<file path="config.mk">
export PLATFORM = sky130hd
export DESIGN_NAME = maxpool_bin_flat
export DESIGN_NICKNAME = d
export VERILOG_FILES = /design/src/rtl/maxpool_bin_if.sv /design/src/rtl/maxpool_bin.sv /design/src/flat_wrapper.sv
export SDC_FILE = /design/constraint.sdc
export NUM_CORES = 1
export LEC_CHECK = 0
export CORE_MARGIN = 4
export CORE_UTILIZATION = 55
export CTS_CLUSTER_DIAMETER = 120
export DETAILED_ROUTE_END_ITERATION = 16
export GPL_ROUTABILITY_DRIVEN = 0
export PLACE_DENSITY = 0.77
export SLEW_MARGIN = 20
export SYNTH_ARGS = -nofsm -noshare
export SYNTH_HDL_FRONTEND = slang
export SYNTH_SLANG_ARGS = --single-unit
</file>
<file path="constraint.sdc">
create_clock -name clk -period 9.3 [get_ports clk]
set_clock_uncertainty 0.05 [all_clocks]
set_input_delay 1.86 -clock clk [delete_from_list [all_inputs] [get_ports clk]]
set_output_delay 1.86 -clock clk [all_outputs]
set_load 0.1 [all_outputs]
</file>
<file path="src/rtl/maxpool_bin_if.sv">
`default_nettype none
// ============================================================================
//  Module   : maxpool_bin_if
//  Purpose  : Connects the conv stage to the 2x2 max-pool / binarise block.
//             The master drives conv results; the slave is the pooling block.
//  Revision : 1.0  initial release
// ============================================================================
interface maxpool_bin_if;
   logic signed [31:0] din;
   logic               ivalid;
   logic               idone;
   logic               state;
   logic signed [31:0] dout;
   logic               obin;
   logic               ovalid;
   logic               done;
   logic               frame_err;

   modport master (
      output din, ivalid, idone, state,
      input  dout, obin, ovalid, done, frame_err
   );

   modport slave (
      input  din, ivalid, idone, state,
      output dout, obin, ovalid, done, frame_err
   );
endinterface
`default_nettype wire

</file>
<file path="src/rtl/maxpool_bin.sv">
`default_nettype none
// ============================================================================
//  Module   : maxpool_bin
//  Purpose  : 2x2 stride-2 signed max pooling of a raster-ordered conv map
//             with a sign-based binarised activation. Map width follows the
//             layer latched at the first sample of each frame.
//  Revision : 1.0  initial release
// ============================================================================
module maxpool_bin #(
   parameter int K  = 5,
   parameter int N0 = 28,
   parameter int N1 = 12
) (
   input  logic          clk,
   input  logic          rstn,
   maxpool_bin_if.slave  bus
);

   localparam int W0    = N0 - K + 1;
   localparam int W1    = N1 - K + 1;
   localparam int WMAX  = (W0 > W1) ? W0 : W1;
   localparam int CW    = $clog2(WMAX);
   localparam int DEPTH = WMAX / 2;

   logic                 layer;
   logic [CW-1:0]        col;
   logic [CW-1:0]        row;
   logic [CW-1:0]        last_idx;
   logic [CW-1:0]        col_adv;
   logic [CW-1:0]        row_adv;
   logic                 abort;
   logic                 first_sample;
   logic                 last_sample;
   logic                 pool_out;
   logic                 done_due;
   logic signed [31:0]   pair;
   logic signed [31:0]   hmax;
   logic signed [31:0]   vmax;
   logic signed [31:0]   above;
   logic        [31:0]   rowbuf [0:DEPTH-1];

   // Map geometry and horizontal/vertical maxima for the current sample.
   always_comb begin
      last_idx     = layer ? CW'(W1 - 1) : CW'(W0 - 1);
      first_sample = bus.ivalid && (col == '0) && (row == '0);
      last_sample  = bus.ivalid && (col == last_idx) && (row == last_idx);
      pool_out     = bus.ivalid && row[0] && col[0];
      hmax         = (pair > bus.din) ? pair : bus.din;
      above        = $signed(rowbuf[col[CW-1:1]]);
      vmax         = (above > hmax) ? above : hmax;
   end

   // Counter advance on ivalid; a late idone then aborts a partial frame.
   // At the first sample col cannot be at the wrap point, so using the
   // previously latched layer for last_idx there is harmless.
   always_comb begin
      col_adv = col;
      row_adv = row;
      if (bus.ivalid) begin
         if (col == last_idx) begin
            col_adv = '0;
            row_adv = (row == last_idx) ? '0 : row + 1'b1;
         end else begin
            col_adv = col + 1'b1;
         end
      end
      abort = bus.idone && ((col_adv != '0) || (row_adv != '0));
   end

   // Frame position, layer latch, pair register and all registered outputs.
   always_ff @(posedge clk or negedge rstn) begin
      if (!rstn) begin
         col           <= '0;
         row           <= '0;
         layer         <= 1'b0;
         pair          <= '0;
         bus.dout      <= '0;
         bus.obin      <= 1'b0;
         bus.ovalid    <= 1'b0;
         done_due      <= 1'b0;
         bus.done      <= 1'b0;
         bus.frame_err <= 1'b0;
      end else begin
         col           <= abort ? '0 : col_adv;
         row           <= abort ? '0 : row_adv;
         if (first_sample) begin
            layer <= bus.state;
         end
         if (bus.ivalid && !col[0]) begin
            pair <= bus.din;
         end
         bus.ovalid    <= pool_out;
         if (pool_out) begin
            bus.dout <= vmax;
            bus.obin <= ~vmax[31];
         end
         // done trails the final ovalid by one cycle, hence two stages.
         done_due      <= last_sample;
         bus.done      <= done_due;
         bus.frame_err <= abort;
      end
   end

   // Even-row horizontal maxima wait here for their odd-row partner.
   always_ff @(posedge clk) begin
      if (bus.ivalid && !row[0] && col[0]) begin
         rowbuf[col[CW-1:1]] <= hmax;
      end
   end

endmodule
`default_nettype wire

</file>
<file path="src/flat_wrapper.sv">
// flat-port wrapper written by rule: the top's interface ports become plain ports
module maxpool_bin_flat 
#(
   parameter int K  = 5,
   parameter int N0 = 28,
   parameter int N1 = 12
)
  (clk, rstn, bus_din, bus_ivalid, bus_idone, bus_state, bus_dout, bus_obin, bus_ovalid, bus_done, bus_frame_err);
  maxpool_bin_if bus_i ();
  input  logic clk;
  input  logic rstn;
  input wire logic [$bits(bus_i.din)-1:0] bus_din;
  input wire logic [$bits(bus_i.ivalid)-1:0] bus_ivalid;
  input wire logic [$bits(bus_i.idone)-1:0] bus_idone;
  input wire logic [$bits(bus_i.state)-1:0] bus_state;
  output wire logic [$bits(bus_i.dout)-1:0] bus_dout;
  output wire logic [$bits(bus_i.obin)-1:0] bus_obin;
  output wire logic [$bits(bus_i.ovalid)-1:0] bus_ovalid;
  output wire logic [$bits(bus_i.done)-1:0] bus_done;
  output wire logic [$bits(bus_i.frame_err)-1:0] bus_frame_err;
  assign bus_i.din = bus_din;
  assign bus_i.ivalid = bus_ivalid;
  assign bus_i.idone = bus_idone;
  assign bus_i.state = bus_state;
  assign bus_dout = bus_i.dout;
  assign bus_obin = bus_i.obin;
  assign bus_ovalid = bus_i.ovalid;
  assign bus_done = bus_i.done;
  assign bus_frame_err = bus_i.frame_err;
  maxpool_bin #(.K(K), .N0(N0), .N1(N1)) u_core (.clk(clk), .rstn(rstn), .bus(bus_i));
endmodule
</file>
# Yosys cells after proc, flatten, opt, wreduce, memory -nomap -nowiden
# Memories as Yosys holds them, arrays and structs flattened.
# Cells that the tools add are included.
# op_classes
add_sub_neg	2
order_cmp	2
muxes	12
bitwise_logic	1
reduce_logical	17
n_eq_ne	2
# op_table
cell	n
$gt A32 B32 Y1	2
$mux W32	2
$mux W5	8
$add A5 B1 Y5 const B	2
$eq A5 B5 Y1	2
$logic_and A1 B1 Y1	10
$logic_not A5 Y1	2
$reduce_bool A5 Y1	2
$logic_not A1 Y1	2
$mux W1	2
$logic_or A1 B1 Y1	1
$not A1 Y1	1
# totals
mem_bits_rw	384
ff_bits	80
word_cells	47
mem_count	1
# mem_list
memory	words	width	read_ports	rd_clocked_by_memory_dff	write_ports	line	text
u_core.rowbuf	12	32	1	0	1	maxpool_bin.sv:40	logic [31:0] rowbuf [0:DEPTH-1];

# Longest topological paths before layout
# logic_depth
word_depth	9
ltp_mapped	20
mapped_depth_nobuf	18

# Worst setup path before layout
# OpenSTA, ideal clock, no wires.
# synth_timing
kind	input -> register
from	input bus_din[31]
to	register u_core.bus.obin
path_stages	20
path_slack_ns	3.155
required_time_ns	9.121
n_path_buf	2
arrival_time_ns	5.966
path_cell_list	inv_1 > ha_1 > buf_6 > nand4_4 > or4_4 > nor3_4 > a211o_1 > nor3_1 > a211oi_1 > o21a_1 > inv_1 > ha_1 > nand4_1 > nor4_1 > o41ai_1 > o2111ai_1 > mux2_2 > clkbuf_2 > o21ai_0 > o21ai_0
# synth_via
elab_chain_len	5
# synth_lines
element	line	text
start, declared	flat_wrapper.sv:12	input wire logic [$bits(bus_i.din)-1:0] bus_din;
$gt A32 B32 Y1	maxpool_bin.sv:48	hmax = (pair > bus.din) ? pair : bus.din;
$mux W32	maxpool_bin.sv:48	
via u_core.hmax[30]	maxpool_bin.sv:37	logic signed [31:0] hmax;
$gt A32 B32 Y1	maxpool_bin.sv:50	vmax = (above > hmax) ? above : hmax;
$mux W32	maxpool_bin.sv:50	
$not A1 Y1	maxpool_bin.sv:95	bus.obin <= ~vmax[31];
end signal, assigned	maxpool_bin.sv:95	
end, declared	maxpool_bin_if.sv:26	output dout, obin, ovalid, done, frame_err
# The timed path passes the listed nets, and every way through them passes these cells.
# A chain may end at the register's enable or synchronous reset.

# Final worst setup path
# layout_timing
from	input bus_din[31]
to	register u_core.bus.dout[31]
# layout_via
elab_chain_len	4
# layout_lines
element	line	text
$gt A32 B32 Y1	maxpool_bin.sv:48	
$mux W32 (*)	maxpool_bin.sv:48	
$gt A32 B32 Y1	maxpool_bin.sv:50	
$mux W32 (*)	maxpool_bin.sv:50	
end signal, assigned	maxpool_bin.sv:94	bus.dout <= vmax;
end, declared	maxpool_bin_if.sv:26	
# Mark *: on every way between the ends. The rest lies on a longest branch, timed or not.

==> flow_summary.yaml <==
critical_path:
  arrival_ns: 8.56
  critPathLaunchType: "input port"
  worst-path-buf-inv: 3
  cp_max_fo: 34
  max_stage_delay_ns: 0.77
  crit_slowest_cell: "a31oi_4"
  crit_family: "compound AO/OA/AOI/OAI gates"
  crit_type: "in -> reg"
  cp_data_required_time_ns: 9.71
  endpoint_kind: "register"
  worstPathCellList: "clkdlybuf4s50_1, inv_1, ha_1, nand4_4, nor3_1, a221o_2, a21oi_1, a31oi_4, buf_4, o221ai_2, ha_1, nand4_1, nor4_1, nand2_1, o21ai_0, mux2_2, o21ai_0, o22a_1"
  rr_worst_depth: 16
  critical_path_cell_count: 18
finish:
  diodes: 0
  design_area_mm2: 0.0239
  layout_commonest_cell: "edfxtp_1"
  layout_common_cells: "384 x edfxtp_1, 96 x mux4_2, 91 x a21oi_1"
  nets: 1563
  fill_cells: 2632
  drive_above_1_share_pct: 19.5
  area_growth_pct: 13.0
hold_path:
  hold_class: "reg -> reg"
  hold_depth: 0
synthesis:
  synthFlopType: "edfxtp_1"
  synth_top_cell_by_area: "edfxtp_1"
  synth_edf_count: 384
  ys_top_cells_by_area: "edfxtp_1 55%, mux4_2 10%, dfrtp_1 9.5%"
  synth-seq-cells: 464
  synth_fp_nets: 1500
  synth_cell_types: 56
  async_flop_share_pct: 17.2
  synthCells: 1395
  avgSynthCellArea_um2: 15.1
  synth_area_mm2: 0.0211
  ys_seq_area_share_pct: 64.1
  yosys_warnings: 0
  synth_top_area_share_pct: 54.6
clock_network:
  htreeDepth: 2
  ctsHoldBuffers: 0
  cts_tree: "done"
  post_cts.repair.setup_buffers: 0
  clock_latency_ns: 0.59
  clk_path_buf_depth: 3
  cts_buffers: 47
  ctsResizeCount: 0
  cts.sinks: 464
  cts_root_buf: "clkbuf_16"
  cts.reportedPaths.clkPinSlew_ns: 0.06
floorplan:
  fp.dieW_um: 204
  die_h_um: 204
  die_area_mm2: 0.0416
  core_mm2: 0.0378
  ioPinCount: 73
  initial_core_util_pct: 56.0
  rows: 71
placement:
  dpl.hpwl_um: 30200
  post_dp_cell_area_mm2: 0.0223
  pre_cts_ws_ns: 0.691
  numPortBuffers: 72
timing:
  setup_viol: 0
  worst_pin_slew_ns: 1.07
  period_share_pct: 87.7
  slew_headroom_pct: 28.5
  tns_ns: 0
  whs_ns: 0.303
  timing.fmax_mhz: 123
  layout_setup_ws_ns: 1.15
  final-hold-violation-count: 0
  min_period_ns: 8.15
  maxSlewViolCount: 0
  rsz0062_at_grt: "false"
power_and_ir_drop:
  power_density_mw_per_mm2: 228
  leakagePower_nw: 8.13
  peakVddDrop_mv: 0.126
drt:
  detail_route.first_pass.iterations: 5
  wire_per_inst_um: 25.1
  first_iter_violations: 1300
  avgViaCountPerCell: 6.36
  postRouteAntennaNets: 0
  wirelength_um: 50500
  drc: 0
  vias: 12768
flow_run:
  cap_viol_max_count: 0
global_route:
  grt_pass1_wl_um: 77400
  grt_max_degree: 74
  grt_use_total_pct: 24.5
  antenna_found_initial: 0
  grt_pass1_vias: 12799
  grt.overflow.total: 0
status:
  outcome: "complete, no violations"
Yosys cell counts, types with 2 or more instances:
master and n:
mux2_2 2, a21oi_1 91, o221ai_2 30, a31o_2 2, dfrtp_1 80, o31ai_1 2, nor3_1 16, edfxtp_1 384
a21o_1 9, nand2b_1 31, nand4_1 19, xor2_1 2, clkbuf_1 48, buf_2 11, o21ai_0 77, inv_1 73
ha_1 68, o21a_1 3, buf_6 12, mux4_2 96, a2111oi_0 31, a211oi_1 5, nand3_1 12, o41ai_1 2
nand2_1 89, buf_1 8, a21oi_2 29, nor2_1 58, clkbuf_8 4, o211ai_1 3, clkbuf_2 4, nor2b_1 5
mux2i_1 37, o21ai_1 26, xnor2_1 2, a211o_1 2, nor4_1 3
registers in the layout, indices dropped and copies added, names as in the netlist:
register	count
u_core.bus.done	1
u_core.bus.frame_err	1
u_core.col	5
u_core.rowbuf	384
u_core.layer	1
u_core.pair	32
u_core.done_due	1
u_core.bus.dout	32
u_core.row	5
u_core.bus.ovalid	1
u_core.bus.obin	1
path summary, 6_finish.rpt:
path	end	startpoint	slack (ns)
max in group asynchronous	u_core.col[2]$_DFF_PN0_	rstn	7.16
setup reg to reg	u_core.bus.dout[31]$_DFFE_PN0P_	u_core.pair[31]$_DFFE_PN0P_	2.58
hold / removal	u_core.bus.done$_DFF_PN0_	u_core.done_due$_DFF_PN0_	0.30
min in group asynchronous	u_core.pair[10]$_DFFE_PN0P_	rstn	1.04
hold reg to reg	u_core.bus.done$_DFF_PN0_	u_core.done_due$_DFF_PN0_	0.30
setup / recovery	u_core.bus.dout[31]$_DFFE_PN0P_	bus_din[31]	1.15
power breakdown:
group | internal, mW | switching, mW
clock network | 1.06 | 0.791
logic | 0.372 | 0.716
registers | 2.45 | 0.0602
routing by layer:
layer / global-route usage, % / wire length (um)
met3: 6.13 / 4850
met4: 6.20 / 1120
met5: 0 / 0
met2: 39.0 / 24100
met1: 34.6 / 20300
through the flow:
stage	std cells	power [mW]	utilization, %
2_1_floorplan	1395	3.29	-
3_3_place_gp	1920	3.58	59.2
3_5_place_dp	1920	3.62	59.2
4_1_cts	2008	5.47	63.2
5_1_grt	2008	5.68	63.2
6_report	2008	5.45	63.2
cells by family after synthesis:
| family | count (synthesis) | synth area share (%) |
|---|---|---|
| flip-flops | 464 | 64.1 |
| adder cells (fa/ha/maj) | 68 | 4.03 |
| AND/OR/NAND/NOR | 242 | 5.45 |
| buffers and inverters | 161 | 3.57 |
| AO/OA/AOI/OAI | 321 | 10.6 |
| multiplexers | 135 | 12.1 |
| XOR/XNOR | 4 | 0.166 |
cell type report:
cell class	count	area, um^2	area share [%]
sequential	464	13500	56.7
multi-input combinational	770	6950	29.1
clock buffer	60	1280	5.35
timing repair buffer	101	940	3.94
tap	511	639	2.68
inverter	74	278	1.16
clock inverter	28	244	1.02
(Power assumes the default switching activity.)
